===== src/rtl/lsu_pkg.sv =====
// lsu_pkg: dm access type codes, controller state encoding and access-size helper
package lsu_pkg;
  localparam logic [2:0] DM_WORD   = 3'b000;
  localparam logic [2:0] DM_HALF   = 3'b001;
  localparam logic [2:0] DM_HALF_U = 3'b010;
  localparam logic [2:0] DM_BYTE   = 3'b011;
  localparam logic [2:0] DM_BYTE_U = 3'b100;
  typedef enum logic [1:0] {IDLE, ISSUE, WAIT, RESP} state_t;
  function automatic logic [1:0] dm_last_off(input logic [2:0] t);
    return (t == DM_WORD) ? 2'd3 : (t == DM_HALF || t == DM_HALF_U) ? 2'd1 : 2'd0;
  endfunction
endpackage


===== src/rtl/lsu_req_chk.sv =====
// lsu_req_chk: combinational legality check of a load/store request
//   i_we   : 1=store, 0=load
//   i_addr : byte address
//   i_type : dm access type
//   o_err  : request is misaligned, out of range or uses an illegal type
module lsu_req_chk import lsu_pkg::*; #(
  parameter int ADDR_W = 6
) (
  input  logic              i_we,
  input  logic [ADDR_W-1:0] i_addr,
  input  logic [2:0]        i_type,
  output logic              o_err
);
  logic [ADDR_W:0] w_last;
  logic            w_bad_type;
  logic            w_misalign;
  // carry out of the last-byte address means the access runs past the top of dm
  assign w_last     = {1'b0, i_addr} + {{(ADDR_W-1){1'b0}}, dm_last_off(i_type)};
  assign w_bad_type = (i_type > DM_BYTE_U) || (i_we && (i_type == DM_HALF_U || i_type == DM_BYTE_U));
  assign w_misalign = (i_type == DM_WORD && i_addr[1:0] != 2'b00) ||
                      ((i_type == DM_HALF || i_type == DM_HALF_U) && i_addr[0]);
  assign o_err      = w_bad_type | w_misalign | w_last[ADDR_W];
endmodule


===== src/rtl/lsu_mem_ctrl.sv =====
// lsu_mem_ctrl: MEM-stage load/store controller in front of the data memory
//   clk/rstn            : clock, asynchronous active-low reset
//   req_*               : one request at a time (valid/ready), we/addr/type/wdata
//   resp_*              : held response with load data and error flag
//   dm_*                : data memory port (write enable, addr, write data, type, read data)
//   cnt_load/store/err  : saturating completed-access counters
module lsu_mem_ctrl import lsu_pkg::*; #(
  parameter int ADDR_W = 6,
  parameter int DM_LAT = 1,
  parameter int CNT_W  = 16
) (
  input  logic              clk,
  input  logic              rstn,
  input  logic              req_valid,
  output logic              req_ready,
  input  logic              req_we,
  input  logic [ADDR_W-1:0] req_addr,
  input  logic [2:0]        req_type,
  input  logic [31:0]       req_wdata,
  output logic              resp_valid,
  input  logic              resp_ready,
  output logic [31:0]       resp_rdata,
  output logic              resp_err,
  output logic              dm_wr,
  output logic [ADDR_W-1:0] dm_addr,
  output logic [31:0]       dm_din,
  output logic [2:0]        dm_type,
  input  logic [31:0]       dm_dout,
  output logic [CNT_W-1:0]  cnt_load,
  output logic [CNT_W-1:0]  cnt_store,
  output logic [CNT_W-1:0]  cnt_err
);
  localparam int WC_W = $clog2(DM_LAT + 1) + 1;
  state_t            r_state, w_next;
  logic              r_we, r_err;
  logic [ADDR_W-1:0] r_addr;
  logic [2:0]        r_type;
  logic [31:0]       r_wdata, r_rdata;
  logic [WC_W-1:0]   r_wcnt;
  logic [CNT_W-1:0]  r_cnt_load, r_cnt_store, r_cnt_err;
  logic              w_err, w_acc, w_done, w_wait_end;
  lsu_req_chk #(.ADDR_W(ADDR_W)) u_chk (
    .i_we   (req_we),
    .i_addr (req_addr),
    .i_type (req_type),
    .o_err  (w_err)
  );
  assign w_acc      = (r_state == IDLE) && req_valid;
  assign w_done     = (r_state == RESP) && resp_ready;
  assign w_wait_end = (r_state == WAIT) && (r_wcnt == WC_W'(DM_LAT));
  always_ff @(posedge clk or negedge rstn)
    if (!rstn) r_state <= IDLE;
    else       r_state <= w_next;
  always_comb begin
    w_next = (r_state == IDLE)  ? (req_valid ? (w_err ? RESP : ISSUE) : IDLE) :
             (r_state == ISSUE) ? WAIT :
             (r_state == WAIT)  ? (w_wait_end ? RESP : WAIT) :
                                  (resp_ready ? IDLE : RESP);
  end
  always_ff @(posedge clk or negedge rstn) begin
    if (!rstn) begin
      r_we        <= 1'b0;
      r_err       <= 1'b0;
      r_addr      <= '0;
      r_type      <= '0;
      r_wdata     <= '0;
      r_rdata     <= '0;
      r_wcnt      <= '0;
      r_cnt_load  <= '0;
      r_cnt_store <= '0;
      r_cnt_err   <= '0;
    end else begin
      if (w_acc) begin
        r_we    <= req_we;
        r_err   <= w_err;
        r_addr  <= req_addr;
        r_type  <= req_type;
        r_wdata <= req_wdata;
        r_rdata <= '0;
      end
      // wait counter starts at 1 on the issue edge so it equals DM_LAT when dm_dout is valid
      r_wcnt <= (r_state == ISSUE) ? WC_W'(1) : (r_state == WAIT) ? r_wcnt + WC_W'(1) : r_wcnt;
      if (w_wait_end && !r_we) r_rdata <= dm_dout;
      if (w_done && r_err && !(&r_cnt_err)) r_cnt_err <= r_cnt_err + CNT_W'(1);
      if (w_done && !r_err && r_we && !(&r_cnt_store)) r_cnt_store <= r_cnt_store + CNT_W'(1);
      if (w_done && !r_err && !r_we && !(&r_cnt_load)) r_cnt_load <= r_cnt_load + CNT_W'(1);
    end
  end
  assign req_ready  = (r_state == IDLE);
  assign resp_valid = (r_state == RESP);
  assign resp_rdata = resp_valid ? r_rdata : 32'h0;
  assign resp_err   = resp_valid & r_err;
  assign dm_wr      = (r_state == ISSUE) & r_we;
  assign dm_addr    = r_addr;
  assign dm_din     = r_wdata;
  assign dm_type    = r_type;
  assign cnt_load   = r_cnt_load;
  assign cnt_store  = r_cnt_store;
  assign cnt_err    = r_cnt_err;
endmodule


===== config.mk =====
export PLATFORM = sky130hd
export DESIGN_NAME = lsu_mem_ctrl
export DESIGN_NICKNAME = d
export VERILOG_FILES = /design/src/rtl/lsu_pkg.sv /design/src/rtl/lsu_req_chk.sv /design/src/rtl/lsu_mem_ctrl.sv
export SDC_FILE = /design/constraint.sdc
export NUM_CORES = 1
export LEC_CHECK = 0
export BUFFER_PORTS_ARGS = -buffer_cell sky130_fd_sc_hd__buf_2
export CORE_ASPECT_RATIO = 1.75
export CORE_MARGIN = 3
export CORE_UTILIZATION = 45
export CTS_CLUSTER_DIAMETER = 120
export DETAILED_ROUTE_END_ITERATION = 12
export PLACE_DENSITY_LB_ADDON = 0.08
export REMOVE_ABC_BUFFERS = 1
export SLEW_MARGIN = 20
export SYNTH_ARGS = -nofsm -noshare
export SYNTH_HDL_FRONTEND = slang
export SYNTH_SLANG_ARGS = --single-unit

===== constraint.sdc =====
create_clock -name clk -period 2.05 [get_ports clk]
set_input_delay 0.41 -clock clk [delete_from_list [all_inputs] [get_ports clk]]
set_output_delay 0.41 -clock clk [all_outputs]
set_load 0.05 [all_outputs]

==> out/results.ini, run 1 <==
[run]
drv_cap = 0

[cts]
clock_latency_ns = 0.41
root_buffer = clkbuf_16
clk_pin_slew_worst_paths_ns = 0.06
tritoncts = done
htreeDepth = 4
clkSinkCount = 127
clock_path_buffers = 2
cts_buffers = 17

[yosys]
yosysUniqueCellTypes = 44
syn_inst = 523
synth_top_area_cell = dfrtp_1
yosysMostFrequentCell = dfrtp_1
synth_area_leaders = dfrtp_1 (55%), mux2_2 (8.6%), nand2_1 (5.5%), xor2_1 (5.5%), nand3_1 (4.1%)
synth_edf_count = 0
synthArstFlopShare = 1.000
synth-seq-cells = 127
ys_seq_area_frac = 0.5521
synth_top_area_share = 0.5521
ys.flop_type = dfrtp_1
synthTopCellsByCount = dfrtp_1 (127), nand2_1 (84), nand3_1 (47)
ys_warn_count = 0
synth.avg_cell_area_um2 = 11.01
syn-cell-area_mm2 = 0.005757

[final_layout]
nNetsFinal = 822
drive_gt1_frac = 0.4091
area_growth_pct = 34.06
fin_area_mm2 = 0.007717
antenna_cells = 0
finalNonFillerCells = 916

[routing]
num_vias = 4714
drtIter0Drc = 213
antenna_left = 0
totalWireLength_um = 14620
drc_errors = 0
wl_per_cell_um = 15.96
first_pass_iters = 4
viasPerCell = 5.146

[sta]
slew-limit-headroom = 0.5822
tightest_slew_ns = 0.6267
hold_ws_ns = 0.1940
period_needed_ns = 1.974
post-route-period-util = 0.9628
fmax_mhz = 506.7
slew_violations = 0
rsz0062_at_grt = false
final-setup-viol-count = 0
setup_ws_ns = 0.07636
finClkSkew_ns = 0.01123
hold_viol_final = 0

[place]
place_ws_ns = 0.1772
gp_congestion = 0.8470
placed_cell_area_mm2 = 0.007025
dpl.cell_count = 882
portBuffers = 202
hpwl_um = 10790

[floorplan]
die_area_mm2 = 0.01424
core_mm2 = 0.01250
initial_core_util = 0.4606
die_w_um = 91.50
io_pins = 203
num_rows = 54
fp.dieH_um = 155.6

[global_routing]
grt_pass1_wl_um = 24050
grt_max_degree = 60
grt_util_all_layers = 0.2098
grt_pass1_vias = 4901
gr-total-overflow = 0
antenna_found_initial = 0

[worst_setup_path]
r2r_setup_slack_ns = 0.20
crit_fanout = 21
required_ns = 1.64
critPathArrivalTime_ns = 1.56
start_kind = flip-flop
crit_type = flip-flop to output pin
end_kind = output pin

[power_and_ir_drop]
p_leak_nw = 4.108
total_power_w = 0.01141
power_density_mw_per_mm2 = 1479
max-vdd-ir-drop_uv = 1142

[min_path]
hold_class = input port to flip-flop

[status]
status = finished, final reports clean

## flip-flops by register name, indices dropped and copies added, names as in the netlist
register,cells
dm_din,32
r_rdata,32
cnt_err,16
cnt_load,16
cnt_store,16
dm_addr,6
dm_type,3
r_state,2
r_wcnt,2
r_err,1
r_we,1
## routing by layer
| metal | track usage | wire length, µm | vias up |
|---|---|---|---|
| li1 | - | - | 2241 |
| met1 | 0.2439 | 5584 | 2299 |
| met2 | 0.3715 | 7891 | 155 |
| met3 | 0.05695 | 897 | 19 |
| met4 | 0.07050 | 243 | 0 |
| met5 | 0 | 0 | - |
## critical path, cell delays in order (launching register included)
cell      delay (ns)
dfrtp_1         0.41
ha_4            0.21
buf_8           0.16
and2_1          0.14
clkbuf_4        0.23
## logic make-up after synthesis
logic type | Yosys count | share of synthesized area
XOR/XNOR | 42 | 0.06390
buffers and inverters | 31 | 0.02108
flip-flops | 127 | 0.5521
AO/OA/AOI/OAI | 19 | 0.02456
AND/OR/NAND/NOR | 250 | 0.2302
multiplexers | 45 | 0.08868
adder cells (fa/ha/maj) | 9 | 0.01956
## layout by cell type, fill, tap and decap left out, types with 3 or more instances in the layout
cell,instances
nor2_1,11
and2_1,35
inv_1,7
xnor2_1,6
o21ai_0,3
clkinvlp_4,3
and3_1,6
ha_1,8
clkinv_4,4
mux2_2,44
a21oi_1,3
clkbuf_4,20
inv_6,4
nand2_1,83
buf_2,168
xor2_1,36
a211oi_1,3
nand4_1,12
inv_8,3
nor3_1,20
buf_6,4
clkbuf_16,17
and4_1,5
buf_12,3
dfrtp_1,127
nor4_1,11
buf_4,20
nor3b_1,4
nand3_1,47
## report_power, final
group	total (W)	switching [W]	internal [W]
clock network	0.00279	0.00120	0.00159
registers	0.00373	0.000460	0.00327
logic	0.00490	0.00347	0.00143
## path summary, 6_finish.rpt
kind                             start              to  depth (start not counted)
min                        dm_dout[19]     r_rdata[19]                          3
max in group asynchronous         rstn      r_state[1]                          3
max                         r_state[0]  resp_rdata[15]                          4
max reg2reg                 r_state[0]     r_rdata[28]                          7
min reg2reg                 r_rdata[2]      r_rdata[2]                          2
min in group asynchronous         rstn     cnt_err[15]                          2
## final cells by class
class,instances,area [µm²]
inverter,7,26.28
sequential,127,3178
clock inverter,15,131.4
timing repair buffer,217,1271
tap,168,210.2
clock buffer,17,425.4
multi-input combinational,365,2475
fill,1078,4782
## what timing repair did
item | CTS | global route
hold buffers | 1 | 0
resized for setup | 14 | 29
endpoints found under the hold margin | 30 | 0
gates cloned | 0 | 0
endpoints found under the setup margin | 33 | 30
setup buffers | 0 | 1
pin swaps | 0 | 0
## per-stage QoR
stage | TNS [ns] | util
floorplan | -86.53 | -
global placement | 0 | 0.5621
detailed placement | 0 | 0.5621
CTS | 0 | 0.6109
global route | 0 | 0.6174
finish | 0 | 0.6174
Power figures use the tool's default switching activity.
==> inputs of run 2 (changes only) <==
Settings changed: ABC_AREA set to 1, RECOVER_POWER set to 25.
==> out/results.ini, run 2 <==
[global_routing]
grt_util_all_layers = 0.2253  ; +0.01549
grt_pass1_wl_um = 27620  ; +15%
grt_pass1_vias = 5792  ; +18%
gr-total-overflow = 0  ; unchanged
antenna_found_initial = 1  ; +1
grt_max_degree = 66  ; +10%

[power_and_ir_drop]
power_density_mw_per_mm2 = 1505  ; +1.8%
combinationalPowerShare = 0.433  ; +0.004
p_int_w = 0.006879  ; +9.4%
max-vdd-ir-drop_uv = 1038  ; -9.1%
clockPowerShare = 0.254  ; +0.010
switching_share = 0.4563  ; +0.007087
p_leak_nw = 4.833  ; +18%
p_seq_frac = 0.313  ; -0.014
power_switching_w = 0.005772  ; +13%

[sta]
slew_violations = 129  ; +129
final-setup-viol-count = 0  ; unchanged
fmax_mhz = 506.4  ; about the same
hold_viol_final = 0  ; unchanged
tightest_slew_ns = 1.647  ; +1.020 ns
hold_ws_ns = 0.1914  ; -0.002611 ns
rsz0062_at_grt = false
post-route-period-util = 0.9634  ; about the same
finClkSkew_ns = 0.01040  ; -0.0008276 ns
slew-limit-headroom = -0.09814  ; -0.6803
period_needed_ns = 1.975  ; +0.001240 ns

[yosys]
muxShareOfSynthArea = 0.001752  ; -0.08692
synthAdderAreaFrac = 0.01752  ; -0.002041
synth_top_family_by_area = simple AND/OR/NAND/NOR gates
synth_compound_area_frac = 0.05567  ; +0.03111
ys_warn_count = 0  ; unchanged
synth_top_area_cell = dfrtp_1
ys_seq_area_frac = 0.4945  ; -0.05760
synthArstFlopShare = 1.000  ; unchanged
syn-cell-area_mm2 = 0.006427  ; +12%
synth-seq-cells = 127  ; unchanged
synth_area_leaders = dfrtp_1 (49%), nand2_1 (21%), inv_1 (6.4%), nand3_1 (4.9%), o21ai_0 (4.5%)
synthXorXnorAreaFrac = 0.02998  ; -0.03392
synthTopCellsByCount = nand2_1 (359), dfrtp_1 (127), inv_1 (110)
yosysUniqueCellTypes = 29  ; -34%
ys.flop_type = dfrtp_1
synth.avg_cell_area_um2 = 7.465  ; -32%
syn_inst = 861  ; +65%
yosysMostFrequentCell = nand2_1
synth_edf_count = 0  ; unchanged
synth_top_area_share = 0.4945  ; -0.05760
yosys.area_share.simple = 0.3140  ; +0.08383

[final_layout]
fillerInstances = 1345  ; +25%
final_cell_mix = nand2_1 (357), buf_2 (180), dfrtp_1 (127)
drive_gt1_frac = 0.2435  ; -0.1656
area_growth_pct = 30.76
fin_util = 0.6043  ; -0.01310
final_common_cell = nand2_1
nNetsFinal = 1154  ; +40%

[floorplan]
io_pins = 203  ; unchanged
fp.dieH_um = 164.1  ; +5.4%
num_rows = 57  ; +5.6%
die_area_mm2 = 0.01581  ; +11%
die_w_um = 96.34  ; +5.3%
core_mm2 = 0.01391  ; +11%
initial_core_util = 0.4622  ; +0.001608

[worst_setup_path]
start_kind = flip-flop
critPathArrivalTime_ns = 1.56  ; about the same
r2r-start = r_state[1]
end_kind = output pin
crit_fanout = 17  ; -19%
crit_type = flip-flop to output pin
required_ns = 1.64  ; about the same
crit_start = r_state[1]

[place]
hpwl_um = 12180  ; +13%
gp_congestion = 0.8376  ; -1.1%
portBuffers = 202  ; unchanged

[routing]
drtIter0Drc = 268  ; +26%
first_pass_iters = 6  ; +2
antenna_left = 0  ; unchanged
drc_errors = 0  ; unchanged
viasPerCell = 4.761  ; -7.5%
totalWireLength_um = 17010  ; +16%
num_vias = 5989  ; +27%
wl_per_cell_um = 13.52  ; -15%

[status]
status = finished, violations left
failed_checks = capacitance limit, slew limit

[cts]
htreeDepth = 4  ; unchanged
hold_buffers = 0  ; -1
clk_pin_slew_worst_paths_ns = 0.06  ; about the same
clock_path_buffers = 2  ; unchanged
cts_buffers = 17  ; unchanged
clkSinkCount = 127  ; unchanged
tritoncts = done
root_buffer = clkbuf_16
clock_latency_ns = 0.41  ; about the same

[min_path]
worstHoldStart = req_wdata[7]
hold_class = input port to flip-flop

[run]
drv_cap = 2  ; +2

run 2: cell type report:
type | instances | area, µm² | share of cell area
Sequential cell | 127 | 3178 | 0.3781
Inverter | 112 | 422.9 | 0.05032
Multi-Input combinational cell | 594 | 2715 | 0.3231
Timing Repair Buffer | 215 | 1235 | 0.1469
Tap cell | 177 | 221.5 | 0.02635
Clock inverter | 13 | 186.4 | 0.02218
Clock buffer | 19 | 442.9 | 0.05270
Antenna cell | 1 | 2.502 | 0.0002978
run 2: cell families (layout without fill, tap and decap cells):
logic type / count (synthesis) / count (layout)
simple gates: 495 / 495
xor+xnor: 22 / 22
mux: 1 / 1
compound gates: 67 / 67
other cells: 0 / 1
fa+ha+maj: 9 / 9
buf+inv: 140 / 359
flops: 127 / 127
run 2: per-stage QoR:
stage / setup slack (ns) / cells / instance area, µm² / setup TNS, ns / total power [W]
after floorplan: -1.462 / 833 / 6294 / -90.73 / 0.007827
after global placement: 0.2605 / 1222 / 7674 / 0 / 0.009283
after detailed placement: 0.2008 / 1222 / 7674 / 0 / 0.009344
after CTS: 0.0004388 / 1256 / 8412 / 0 / 0.01277
after global routing: 0.005461 / 1258 / 8404 / 0 / 0.01342
final: 0.07512 / 1258 / 8404 / 0 / 0.01265
run 2: critical path: stages (launching register included):
cell and delay, ns:
dfrtp_1 0.40, ha_4 0.21, buf_12 0.16, nand2_1 0.06
inv_1 0.06, buf_2 0.26
run 2: metal layers:
| metal | vias up | track usage | wire length [µm] |
|---|---|---|---|
| li1 | 3055 | - | - |
| met1 | 2759 | 0.2597 | 6792 |
| met2 | 155 | 0.3979 | 8944 |
| met3 | 20 | 0.06049 | 966 |
| met4 | 0 | 0.07280 | 302 |
| met5 | - | 0 | 0 |
run 2: path summary, 6_finish.rpt:
check,slack [ns],to,cells past startpoint
worst max register to register,0.24,cnt_err[7],7
worst min register to register,0.47,dm_din[17],2
max in group asynchronous,0.52,dm_din[27],2
worst min-delay path,0.19,dm_din[7],3
min in group asynchronous,0.49,cnt_store[0],2
worst max-delay path,0.08,resp_rdata[14],5
run 2: power by group through the flow:
stage	registers, W	logic (W)	clock network, W
after floorplan	0.00567	0.00215	0
after global placement	0.00397	0.00531	0
after detailed placement	0.00398	0.00537	0
after CTS	0.00397	0.00554	0.00327
after global routing	0.00408	0.00597	0.00338
final	0.00397	0.00548	0.00321
run 2: what timing repair did:
action                     4_1_cts  5_1_grt
gates cloned                     1        0
pin swaps                        0        1
setup endpoints to repair       31       27
buffers inserted                 1        1
resized for setup               22       10
==> inputs of run 3 (changes only) <==
Settings changed: CTS_BUF_LIST set to sky130_fd_sc_hd__clkbuf_8, CTS_CLUSTER_SIZE set to 10.
==> out/results.ini, run 3 (synthesized netlist as in run 2, its figures left out) <==
[place]
place_ws_ns = 0.2008  ; unchanged
gp_congestion = 0.8376  ; unchanged
hpwl_um = 12180  ; unchanged
portBuffers = 202  ; unchanged
dpl.cell_count = 1222  ; unchanged

[worst_setup_path]
start_kind = flip-flop
critPathArrivalTime_ns = 1.55  ; about the same
required_ns = 1.64  ; about the same
end_kind = output pin
crit_fanout = 17  ; unchanged
crit_type = flip-flop to output pin

[power_and_ir_drop]
max-vdd-ir-drop_uv = 930.4  ; -10%
power_density_mw_per_mm2 = 1437  ; -4.6%
p_leak_nw = 4.751  ; -1.7%

[routing]
antenna_left = 0  ; unchanged
viasPerCell = 4.778  ; +0.35%
num_vias = 6015  ; +0.43%
drtIter0Drc = 235  ; -12%
wl_per_cell_um = 13.39  ; -0.94%
first_pass_iters = 4  ; -2
totalWireLength_um = 16860  ; -0.86%
drc_errors = 0  ; unchanged

[floorplan]
die_area_mm2 = 0.01581  ; unchanged
die_w_um = 96.34  ; unchanged
num_rows = 57  ; unchanged
fp.dieH_um = 164.1  ; unchanged
io_pins = 203  ; unchanged
initial_core_util = 0.4622  ; unchanged
core_mm2 = 0.01391  ; unchanged

[final_layout]
nNetsFinal = 1155  ; +0.087%
fillerInstances = 1379  ; +2.5%
finalNonFillerCells = 1259  ; +0.079%
drive_gt1_frac = 0.2424  ; -0.001150
area_growth_pct = 28.38
final_common_cell = nand2_1
final_cell_mix = nand2_1 (357), buf_2 (166), dfrtp_1 (127)
fin_util = 0.5933  ; -0.01098
seq_area_mm2 = 0.003178  ; unchanged
multi_input_area_mm2 = 0.002715  ; unchanged

[run]
drv_cap = 0  ; -2

[sta]
slew-limit-headroom = 0.3965  ; +0.4947
rsz0062_at_grt = false
finClkSkew_ns = 0.01362  ; +0.003216 ns
post-route-period-util = 0.9576  ; -0.005807
final-setup-viol-count = 0  ; unchanged
tightest_slew_ns = 0.9052  ; -0.7420 ns
setup_ws_ns = 0.08702  ; +0.01190 ns
hold_ws_ns = 0.1665  ; -0.02483 ns
fmax_mhz = 509.4  ; +0.61%
slew_violations = 0  ; -100%
setup_tns_ns = 0  ; unchanged
period_needed_ns = 1.963  ; -0.01190 ns
hold_viol_final = 0  ; unchanged

[cts]
clock_path_buffers = 2  ; unchanged
clkSinkCount = 127  ; unchanged
clock_latency_ns = 0.43  ; +0.02 ns
root_buffer = clkbuf_8
clk_pin_slew_worst_paths_ns = 0.08  ; +0.02 ns
htreeDepth = 4  ; unchanged
tritoncts = done
cts_buffers = 17  ; unchanged

[global_routing]
gr-total-overflow = 0  ; unchanged
antenna_found_initial = 1  ; unchanged
grt_util_all_layers = 0.2222  ; -0.003074
grt_pass1_wl_um = 27170  ; -1.6%
grt_max_degree = 66  ; unchanged
grt_pass1_vias = 5718  ; -1.3%

[min_path]
hold_class = input port to flip-flop

[status]
status = finished, final reports clean

## run 3: final cells by class
class | count | share of cell area
sequential | 127 | 0.3851
multi-input combinational | 594 | 0.3290
timing repair buffer | 216 | 0.1544
inverter | 112 | 0.05125
clock buffer | 18 | 0.03002
tap | 177 | 0.02684
clock inverter | 14 | 0.02305
antenna | 1 | 0.0003033
## run 3: metal layers
layer | up-vias | share of wire | global-route usage
met3 | 20 | 0.058 | 0.06049
met1 | 2772 | 0.40 | 0.2529
met5 | - | 0 | 0
met4 | 0 | 0.018 | 0.07216
li1 | 3058 | - | -
met2 | 165 | 0.53 | 0.3951
## run 3: what timing repair did
action / in CTS / in global routing
setup buffers: 2 / 0
pin swaps: 1 / 0
endpoints found under the setup margin: 32 / 27
hold buffers: 1 / 0
resized for setup: 26 / 17
cloned: 1 / 0
endpoints found under the hold margin: 54 / 0
## run 3: per-stage QoR
step | instance area [µm²] | total power, W
finish | 8252 | 0.01185
global route | 8252 | 0.01261
floorplan | 6294 | 0.007827
global placement | 7674 | 0.009283
CTS | 8235 | 0.01197
detailed placement | 7674 | 0.009344
## run 3: final timing paths
check	start	to	slack [ns]	cells after the start
min in group asynchronous	rstn	cnt_store[0]	0.76	3
worst max register to register	r_state[1]	cnt_err[7]	0.24	7
worst max-delay path	r_state[1]	resp_rdata[31]	0.09	5
worst min-delay path	req_wdata[7]	dm_din[7]	0.17	3
worst min register to register	dm_din[17]	dm_din[17]	0.48	2
max in group asynchronous	rstn	r_rdata[31]	0.65	3
## run 3: critical path, stage by stage, from the launching register on
cell     delay (ns)
dfrtp_1        0.41
ha_4           0.22
buf_12         0.16
nand2_1        0.06
inv_1          0.08
buf_4          0.20
## run 3: power by group
group | internal [W] | switching (W)
Sequential | 0.00336 | 0.000590
Combinational | 0.00146 | 0.00404
Clock | 0.00136 | 0.00104
Total | 0.00618 | 0.00567
